## src/rtl/fb_sched_pkg.sv

```systemverilog
// fb_sched_pkg: state type, client count and default widths shared by the
// framebuffer draw scheduler and its clear generator.
package fb_sched_pkg;
    typedef enum logic [2:0] {IDLE, SWAP, CLEAR, DRAW0, DRAW1} fb_sched_state_t;
    localparam int NCLIENT = 2;
    localparam int OVR_W = 8;
    localparam int DEF_FB_ADDRW = 16;
    localparam int DEF_FB_DATAW = 4;
endpackage

```

## src/rtl/fb_clear_gen.sv

```systemverilog
// fb_clear_gen: back-buffer clear address counter; start rewinds to 0, step
// advances, last flags the final pixel address.
module fb_clear_gen #(
    parameter int FB_PIXELS = 57600,
    parameter int FB_ADDRW = 16
) (
    input  logic                clk_sys,
    input  logic                rst_sys_n,
    input  logic                start,
    input  logic                step,
    output logic [FB_ADDRW-1:0] addr,
    output logic                last
);
    assign last = addr == FB_ADDRW'(FB_PIXELS - 1);
    always_ff @(posedge clk_sys or negedge rst_sys_n) begin
        if (!rst_sys_n)
            addr <= '0;
        else
            addr <= start ? '0 : step ? addr + 1'b1 : addr;
    end
endmodule

```

## src/rtl/fb_draw_sched.sv

```systemverilog
// fb_draw_sched: double-buffer frame sequencer and framebuffer write arbiter.
// Define FB_DRAW_SCHED_TIMEOUT_EN to enable the draw-phase watchdog.
module fb_draw_sched
    import fb_sched_pkg::*;
#(
    parameter int FB_PIXELS = 57600,
    parameter int FB_ADDRW = DEF_FB_ADDRW,
    parameter int FB_DATAW = DEF_FB_DATAW,
    parameter int CLEAR_COLR = 0,
    parameter int TIMEOUT_CYC = 1000000
) (
    input  logic                clk_sys,
    input  logic                rst_sys_n,
    input  logic                frame_sys,
    input  logic                enable,
    output logic [NCLIENT-1:0]  r_start,
    input  logic [NCLIENT-1:0]  r_done,
    input  logic [NCLIENT-1:0]  r_we,
    input  logic [FB_ADDRW-1:0] r_addr0,
    input  logic [FB_ADDRW-1:0] r_addr1,
    input  logic [FB_DATAW-1:0] r_colr0,
    input  logic [FB_DATAW-1:0] r_colr1,
    output logic                fb_we,
    output logic [FB_ADDRW-1:0] fb_addr,
    output logic [FB_DATAW-1:0] fb_colr,
    output logic                fb_sel,
    output logic                busy,
    output logic [OVR_W-1:0]    overrun_cnt,
    output logic                timeout
);
    fb_sched_state_t state;
    logic [FB_ADDRW-1:0] clr_addr;
    logic clr_last, go, d0, d1, adv0, adv1, ovr_hit, to_hit;

    fb_clear_gen #(.FB_PIXELS(FB_PIXELS), .FB_ADDRW(FB_ADDRW)) u_clear (
        .clk_sys(clk_sys),
        .rst_sys_n(rst_sys_n),
        .start(state == SWAP),
        .step(state == CLEAR),
        .addr(clr_addr),
        .last(clr_last)
    );

    assign busy = state != IDLE;
    assign go = frame_sys && enable;
    // a done coinciding with its own start pulse is ignored
    assign d0 = state == DRAW0 && r_done[0] && !r_start[0];
    assign d1 = state == DRAW1 && r_done[1] && !r_start[1];
    assign adv0 = d0 || (state == DRAW0 && to_hit);
    assign adv1 = d1 || (state == DRAW1 && to_hit);
    assign ovr_hit = frame_sys && state != IDLE && !(adv1 && enable);

`ifdef FB_DRAW_SCHED_TIMEOUT_EN
    localparam int TO_W = $clog2(TIMEOUT_CYC + 1);
    logic [TO_W-1:0] to_cnt;
    assign to_hit = to_cnt == TO_W'(TIMEOUT_CYC - 1);
    always_ff @(posedge clk_sys or negedge rst_sys_n) begin
        if (!rst_sys_n) begin
            to_cnt <= '0;
            timeout <= 1'b0;
        end else begin
            to_cnt <= (state == DRAW0 || state == DRAW1) && !adv0 && !adv1 ? to_cnt + 1'b1 : '0;
            timeout <= timeout || (adv0 && !d0) || (adv1 && !d1);
        end
    end
`else
    assign to_hit = 1'b0;
    assign timeout = TIMEOUT_CYC < 0;
`endif

    always_ff @(posedge clk_sys or negedge rst_sys_n) begin
        if (!rst_sys_n) begin
            state <= IDLE;
            fb_sel <= 1'b0;
            fb_we <= 1'b0;
            fb_addr <= '0;
            fb_colr <= '0;
            r_start <= '0;
            overrun_cnt <= '0;
        end else begin
            r_start <= '0;
            case (state)
                IDLE: state <= go ? SWAP : IDLE;
                SWAP: begin
                    fb_sel <= !fb_sel;
                    state <= CLEAR;
                end
                CLEAR: if (clr_last) begin
                    state <= DRAW0;
                    r_start <= 2'b01;
                end
                DRAW0: if (adv0) begin
                    state <= DRAW1;
                    r_start <= 2'b10;
                end
                DRAW1: if (adv1) state <= go ? SWAP : IDLE;
                default: state <= IDLE;
            endcase
            fb_we <= state == CLEAR || (state == DRAW0 && r_we[0]) || (state == DRAW1 && r_we[1]);
            fb_addr <= state == CLEAR ? clr_addr : state == DRAW1 ? r_addr1 : r_addr0;
            fb_colr <= state == CLEAR ? FB_DATAW'(CLEAR_COLR) : state == DRAW1 ? r_colr1 : r_colr0;
            if (ovr_hit && overrun_cnt != '1)
                overrun_cnt <= overrun_cnt + 1'b1;
        end
    end
endmodule
```

## config.mk

```make
export PLATFORM = sky130hd
export DESIGN_NAME = fb_draw_sched
export DESIGN_NICKNAME = d
export VERILOG_FILES = /design/src/rtl/fb_sched_pkg.sv /design/src/rtl/fb_clear_gen.sv /design/src/rtl/fb_draw_sched.sv
export SDC_FILE = /design/constraint.sdc
export NUM_CORES = 1
export LEC_CHECK = 0
export CAP_MARGIN = 25
export CORE_MARGIN = 2
export CORE_UTILIZATION = 49
export CTS_CLUSTER_SIZE = 12
export DETAILED_ROUTE_END_ITERATION = 10
export PLACE_DENSITY = 0.83
export SLEW_MARGIN = 20
export SYNTH_ARGS = -nofsm -noshare
export SYNTH_HDL_FRONTEND = slang
export SYNTH_SLANG_ARGS = --single-unit
```

## constraint.sdc

```tcl
create_clock -name clk_sys -period 3.7 [get_ports clk_sys]
set_input_delay 0.925 -clock clk_sys [delete_from_list [all_inputs] [get_ports clk_sys]]
set_output_delay 0.925 -clock clk_sys [all_outputs]
set_load 0.02 [all_outputs]
```

### Yosys cells after proc, flatten, opt, wreduce, memory -nomap -nowiden

Index checks and enable logic that the tools add are counted.

| word-level totals | value |
|---|---|
| logic and storage cells | 54 |
| bits in registers | 51 |
| output and inout port bits | 34 |
| input port bits | 48 |

| cells by class | value |
|---|---|
| reduce and logical (&&, ||, !) cells | 21 |
| equality and inequality tests | 9 |
| add/sub/neg operators | 2 |
| mux-type cells | 14 |

Operators by type and width:

| operator | count |
|---|---|
| $mux 16 | 4 |
| $add 16x1->16 const B | 1 |
| $eq 16x16->1 const B | 1 |
| $pmux 3 s5 | 1 |
| $logic_and 1x1->1 | 11 |
| $mux 3 | 3 |
| $add 8x1->8 const B | 1 |
| $mux 4 | 2 |
| $ne 8x8->1 const B | 1 |
| $eq 3x2->1 const B | 2 |
| $ne 2x2->1 const B | 3 |
| $logic_not 1->1 | 4 |
| $pmux 2 s2 | 1 |
| $eq 3x1->1 const B | 1 |
| $eq 3x3->1 const B | 1 |
| $logic_not 3->1 | 1 |
| $reduce_and 3->1 | 1 |
| $reduce_bool 3->1 | 1 |
| $logic_or 1x1->1 | 2 |
| $mux 1 | 2 |
| $mux 2 | 1 |
| $reduce_bool 2->1 | 1 |

### Logic depth before layout (Yosys ltp)

| depth | value |
|---|---|
| depth after elaboration | 7 |
| mapped depth | 7 |
| gate-level depth less buffers | 5 |

### Cells and area by module

From an unflattened synthesis, not the netlist that was laid out.

| second synthesis, totals | value |
|---|---|
| cells, all modules | 240 |
| area, all modules | 2481.1 µm² |

By module, submodules not included:

| module | instances | area an instance (µm²) | cells an instance |
|---|---|---|---|
| fb_draw_sched | 1 | 1624.1 | 156 |
| fb_clear_gen | 1 | 857.1 | 84 |

### Least setup slack after synthesis

OpenSTA, ideal clock, no wires.

| path | value |
|---|---|
| kind | input to register |
| start | input r_done[1] |
| end | register overrun_cnt[1] |
| required time | 3.575 ns |
| path slack | 1.690 ns |
| cell stages on the path | 4 |
| data arrival time | 1.885 ns |
| library setup time | 0.125 ns |
| cell sequence | nor2b_1 -> a31o_2 -> nor2_1 -> mux2_2 |

| on the way | value |
|---|---|
| longest elaborated chain between the ends | 6 |

Ends and longest elaborated chain:

| item | RTL line | source |
|---|---|---|
| from (decl) | fb_draw_sched.sv:17 | `input logic [NCLIENT-1:0] r_done,` |
| $logic_and 1x1->1 (2 in a row) | fb_draw_sched.sv:48 | `assign d1 = state == DRAW1 && r_done[1] && !r_start[1];` |
| $logic_and 1x1->1 | fb_draw_sched.sv:51 | `assign ovr_hit = frame_sys && state != IDLE && !(adv1 && enable);` |
| $logic_not 1->1 | fb_draw_sched.sv:51 |  |
| $logic_and 1x1->1 | fb_draw_sched.sv:51 |  |
| $logic_and 1x1->1 | fb_draw_sched.sv:102 | `if (ovr_hit && overrun_cnt != '1)` |
| to (signal assigned) | fb_draw_sched.sv:103 | `overrun_cnt <= overrun_cnt + 1'b1;` |
| to (decl) | fb_draw_sched.sv:28 | `output logic [OVR_W-1:0] overrun_cnt,` |

No other way between the ends.
A chain may end at the register's enable or synchronous reset.

### Final worst setup path

| path | value |
|---|---|
| start | register state[0] |
| end | output busy |

| on the way | value |
|---|---|
| longest elaborated chain between the ends | 1 |

Ends and longest elaborated chain:

| item | RTL line | source |
|---|---|---|
| from (decl) | fb_draw_sched.sv:31 | `fb_sched_state_t state;` |
| from (signal assigned) | fb_draw_sched.sv:83 | `IDLE: state <= go ? SWAP : IDLE;` |
| from (signal assigned) | fb_draw_sched.sv:96 | `DRAW1: if (adv1) state <= go ? SWAP : IDLE;` |
| $reduce_bool 3->1 | fb_draw_sched.sv:44 | `assign busy = state != IDLE;` |
| to (decl) | fb_draw_sched.sv:27 | `output logic busy,` |

No other way between the ends.

==> run_results.csv <==
group,metric,value,unit
run_status,status,"completed",
sta,fin_crit_sh,0.714,
sta,setup_viol,0,
setup_path,r2r_end,"u_clear.addr[12]",
logic_synthesis,yosysWarningCount,0,
logic_synthesis,synth_async_sr_flop_share,1.00,
setup_path,timing.rr.start,"state[0]",
clock_tree,cts_setup_buffers,0,
job,drv_cap,0,
setup_path,cp_max_fo,10,
clock_tree,htreeDepth,2,
min_path,hold_start,"fb_sel",
global_routing,grt_pass1_wl,9710,um
clock_tree,clkLatencyLatePin,0.30,ns
global_routing,grt_usage,0.231,
logic_synthesis,synth_seq_cells,51,
placed_design,hpwl,4410,um
clock_tree,cts_buffers,5,
placed_design,post_dp_cell_area,0.00326,mm^2
clock_tree,cts_tree,"yes",
setup_path,cp_num_buf_inv,1,
setup_path,cp.required,2.77,ns
min_path,worstHoldEndpoint,"fb_sel",
sta,fmax,379,MHz
clock_tree,clkTransAtPathRegs,0.09,ns
floorplan,fp.dieH,74.5,um
cells_and_area,area_delta_synth_final,38.5,%
floorplan,io_pins,82,
setup_path,rrSetupSlack,1.54,ns
logic_synthesis,yosysTopAreaCell,"dfrtp_1",
floorplan,rows,25,
cells_and_area,layout-drive-gt1-share,0.0533,
global_routing,grt_pass1_vias,2087,
sta,min_period,2.64,ns
floorplan,start_util,0.512,
logic_synthesis,yosys-top-cells-area,"dfrtp_1, nand2_1, a31oi_1, nor2_1, mux2i_1",
placed_design,port_buffers,80,
global_routing,grt_max_degree,36,
detailed_routing,dr_total_vias,2231,
setup_path,end_kind,"output port",
logic_synthesis,synth_seq_area_share,0.524,
sta,fin_skew,0.00531,ns
cells_and_area,fin_area,0.00337,mm^2
clock_tree,cts_root_buf,"clkbuf_8",
clock_tree,post_cts_resized,0,
pwr,peakVddDrop,0.399,mV
sta,tightest_slew,0.774,ns
sta,maxSlewViolCount,0,
setup_path,rr_worst_depth,5,
clock_tree,postCtsHoldBufs,0,
logic_synthesis,yosys_most_used_dff,"dfrtp_1",
placed_design,place_inst,397,
floorplan,coreArea,0.00475,mm^2
floorplan,die_x,74.5,um
min_path,worst_hold_path_type,"reg2reg",
cells_and_area,post-route-util,0.710,
sta,setup_tns,0,ns
sta,slew_headroom,0.483,
logic_synthesis,netlist.area_leader.share,0.524,
setup_path,criticalPathCategory,"reg2out",
logic_synthesis,synth_cell_types,43,
placed_design,gp_congestion,0.864,
setup_path,startpoint_type,"register",
cells_and_area,finalNetCount,387,
setup_path,max_stage_delay,0.54,ns
cells_and_area,antenna_cells,0,
setup_path,critPathArrivalTime,1.71,ns
setup_path,critPathSlowestCell,"clkdlybuf4s50_1",
logic_synthesis,syn_area,0.00244,mm^2
cells_and_area,layout.cells.non_filler,405,
min_path,worstHoldPathCells,1,
logic_synthesis,synth_cells,261,
global_routing,antenna_found_initial,0,
detailed_routing,first_iter_violations,127,
clock_tree,cts.sinks,51,
pwr,powerDensity,694,mW/mm^2
pwr,cellLeakagePower,1.49,nW
global_routing,overflow,0,
floorplan,die_area,0.00555,mm^2
setup_path,crit_chain,"or3_1 > clkdlybuf4s50_1",
logic_synthesis,avgSynthCellArea,9.33,um^2
logic_synthesis,synth_commonest_cells,"nand2_1, dfrtp_1, nor2_1",
setup_path,critical-path-top-delay-family,"buffers and inverters",
logic_synthesis,synth_edf_count,0,
logic_synthesis,yosysMostFrequentCell,"nand2_1",
detailed_routing,wl_per_cell,15.1,um
logic_synthesis,synth_nets,311,
detailed_routing,vias_per_cell,5.51,
sta,rsz0062_at_grt,"no",
detailed_routing,drtPass1Iterations,4,
detailed_routing,drc,0,
detailed_routing,ant_nets,0,
clock_tree,cts_buffer_depth,2,
sta,hold_violations,0,
detailed_routing,routed_wl,6100,um
-- final cells by class --
type | instances | area [um^2]
Inverter | 1 | 3.75
Tap cell | 67 | 83.8
Sequential cell | 51 | 1280
Multi-Input combinational cell | 196 | 1090
Clock inverter | 3 | 43.8
Timing Repair Buffer | 82 | 811
Fill cell | 373 | 1380
Clock buffer | 5 | 68.8
-- worst max path at each step --
stage               cells after the start              to  startpoint  slack [ns]
floorplan                               4  overrun_cnt[1]   r_done[1]        1.69
global placement                        5  overrun_cnt[1]   r_done[1]        1.26
detailed placement                      5  overrun_cnt[1]   r_done[1]        1.22
CTS                                     2            busy    state[0]        1.04
global route                            2            busy    state[0]        0.99
finish                                  2            busy    state[0]        1.06
-- cells by family (layout without fill, tap and decap cells) --
logic type / Yosys count / after routing / share of synthesized area
muxes: 9 / 9 / 0.0380
and+or+nand+nor: 132 / 132 / 0.256
buffers and inverters: 14 / 91 / 0.0298
AOI/OAI and AO/OA: 47 / 47 / 0.122
DFF: 51 / 51 / 0.524
other: 1 / 1 / 0.00154
xor gates and xnor gates: 5 / 5 / 0.0180
adders and majority gates: 2 / 2 / 0.0103
-- metal layers --
| metal | GRT usage | up-vias | share of wire |
|---|---|---|---|
| met2 | 0.381 | 100 | 0.48 |
| met1 | 0.307 | 1054 | 0.44 |
| met5 | 0 | - | 0 |
| li1 | - | 1070 | - |
| met3 | 0.0542 | 7 | 0.067 |
| met4 | 0.0675 | 0 | 0.011 |
-- sequential cells by signal, summed over array words and instances (netlist names) --
| signal | cells |
|---|---|
| fb_addr | 16 |
| fb_colr | 4 |
| fb_sel | 1 |
| fb_we | 1 |
| overrun_cnt | 8 |
| r_start | 2 |
| state | 3 |
| u_clear.addr | 16 |
-- placed cells by master, fill, tap and decap left out, types with 3 or more instances in the layout --
master,n
clkdlybuf4s50_1,79
nand2_1,61
dfrtp_1,51
nor2_1,27
a31oi_1,21
nand3_1,10
a21oi_1,7
o21ai_0,7
mux2i_1,7
and3_1,6
nor3_1,5
clkbuf_8,5
nor2b_1,4
o31ai_1,4
xor2_1,4
nand4_1,3
-- through the flow --
| stage | setup slack, ns | hold WS (ns) | total power [mW] |
|---|---|---|---|
| after floorplan | 1.69 | 0.468 | 1.48 |
| after global placement | 1.26 | 0.463 | 1.93 |
| after detailed placement | 1.22 | 0.465 | 1.96 |
| after CTS | 1.04 | 0.486 | 2.35 |
| after global routing | 0.988 | 0.523 | 2.49 |
| final | 1.06 | 0.486 | 2.34 |
-- where the power goes --
part | internal (mW) | leakage (nW) | total [mW] | switching, mW
sequential | 0.734 | 0.654 | 0.863 | 0.129
combinational | 0.484 | 0.776 | 1.09 | 0.608
clock | 0.202 | 0.0581 | 0.386 | 0.185
Power figures use the tool's default switching activity.
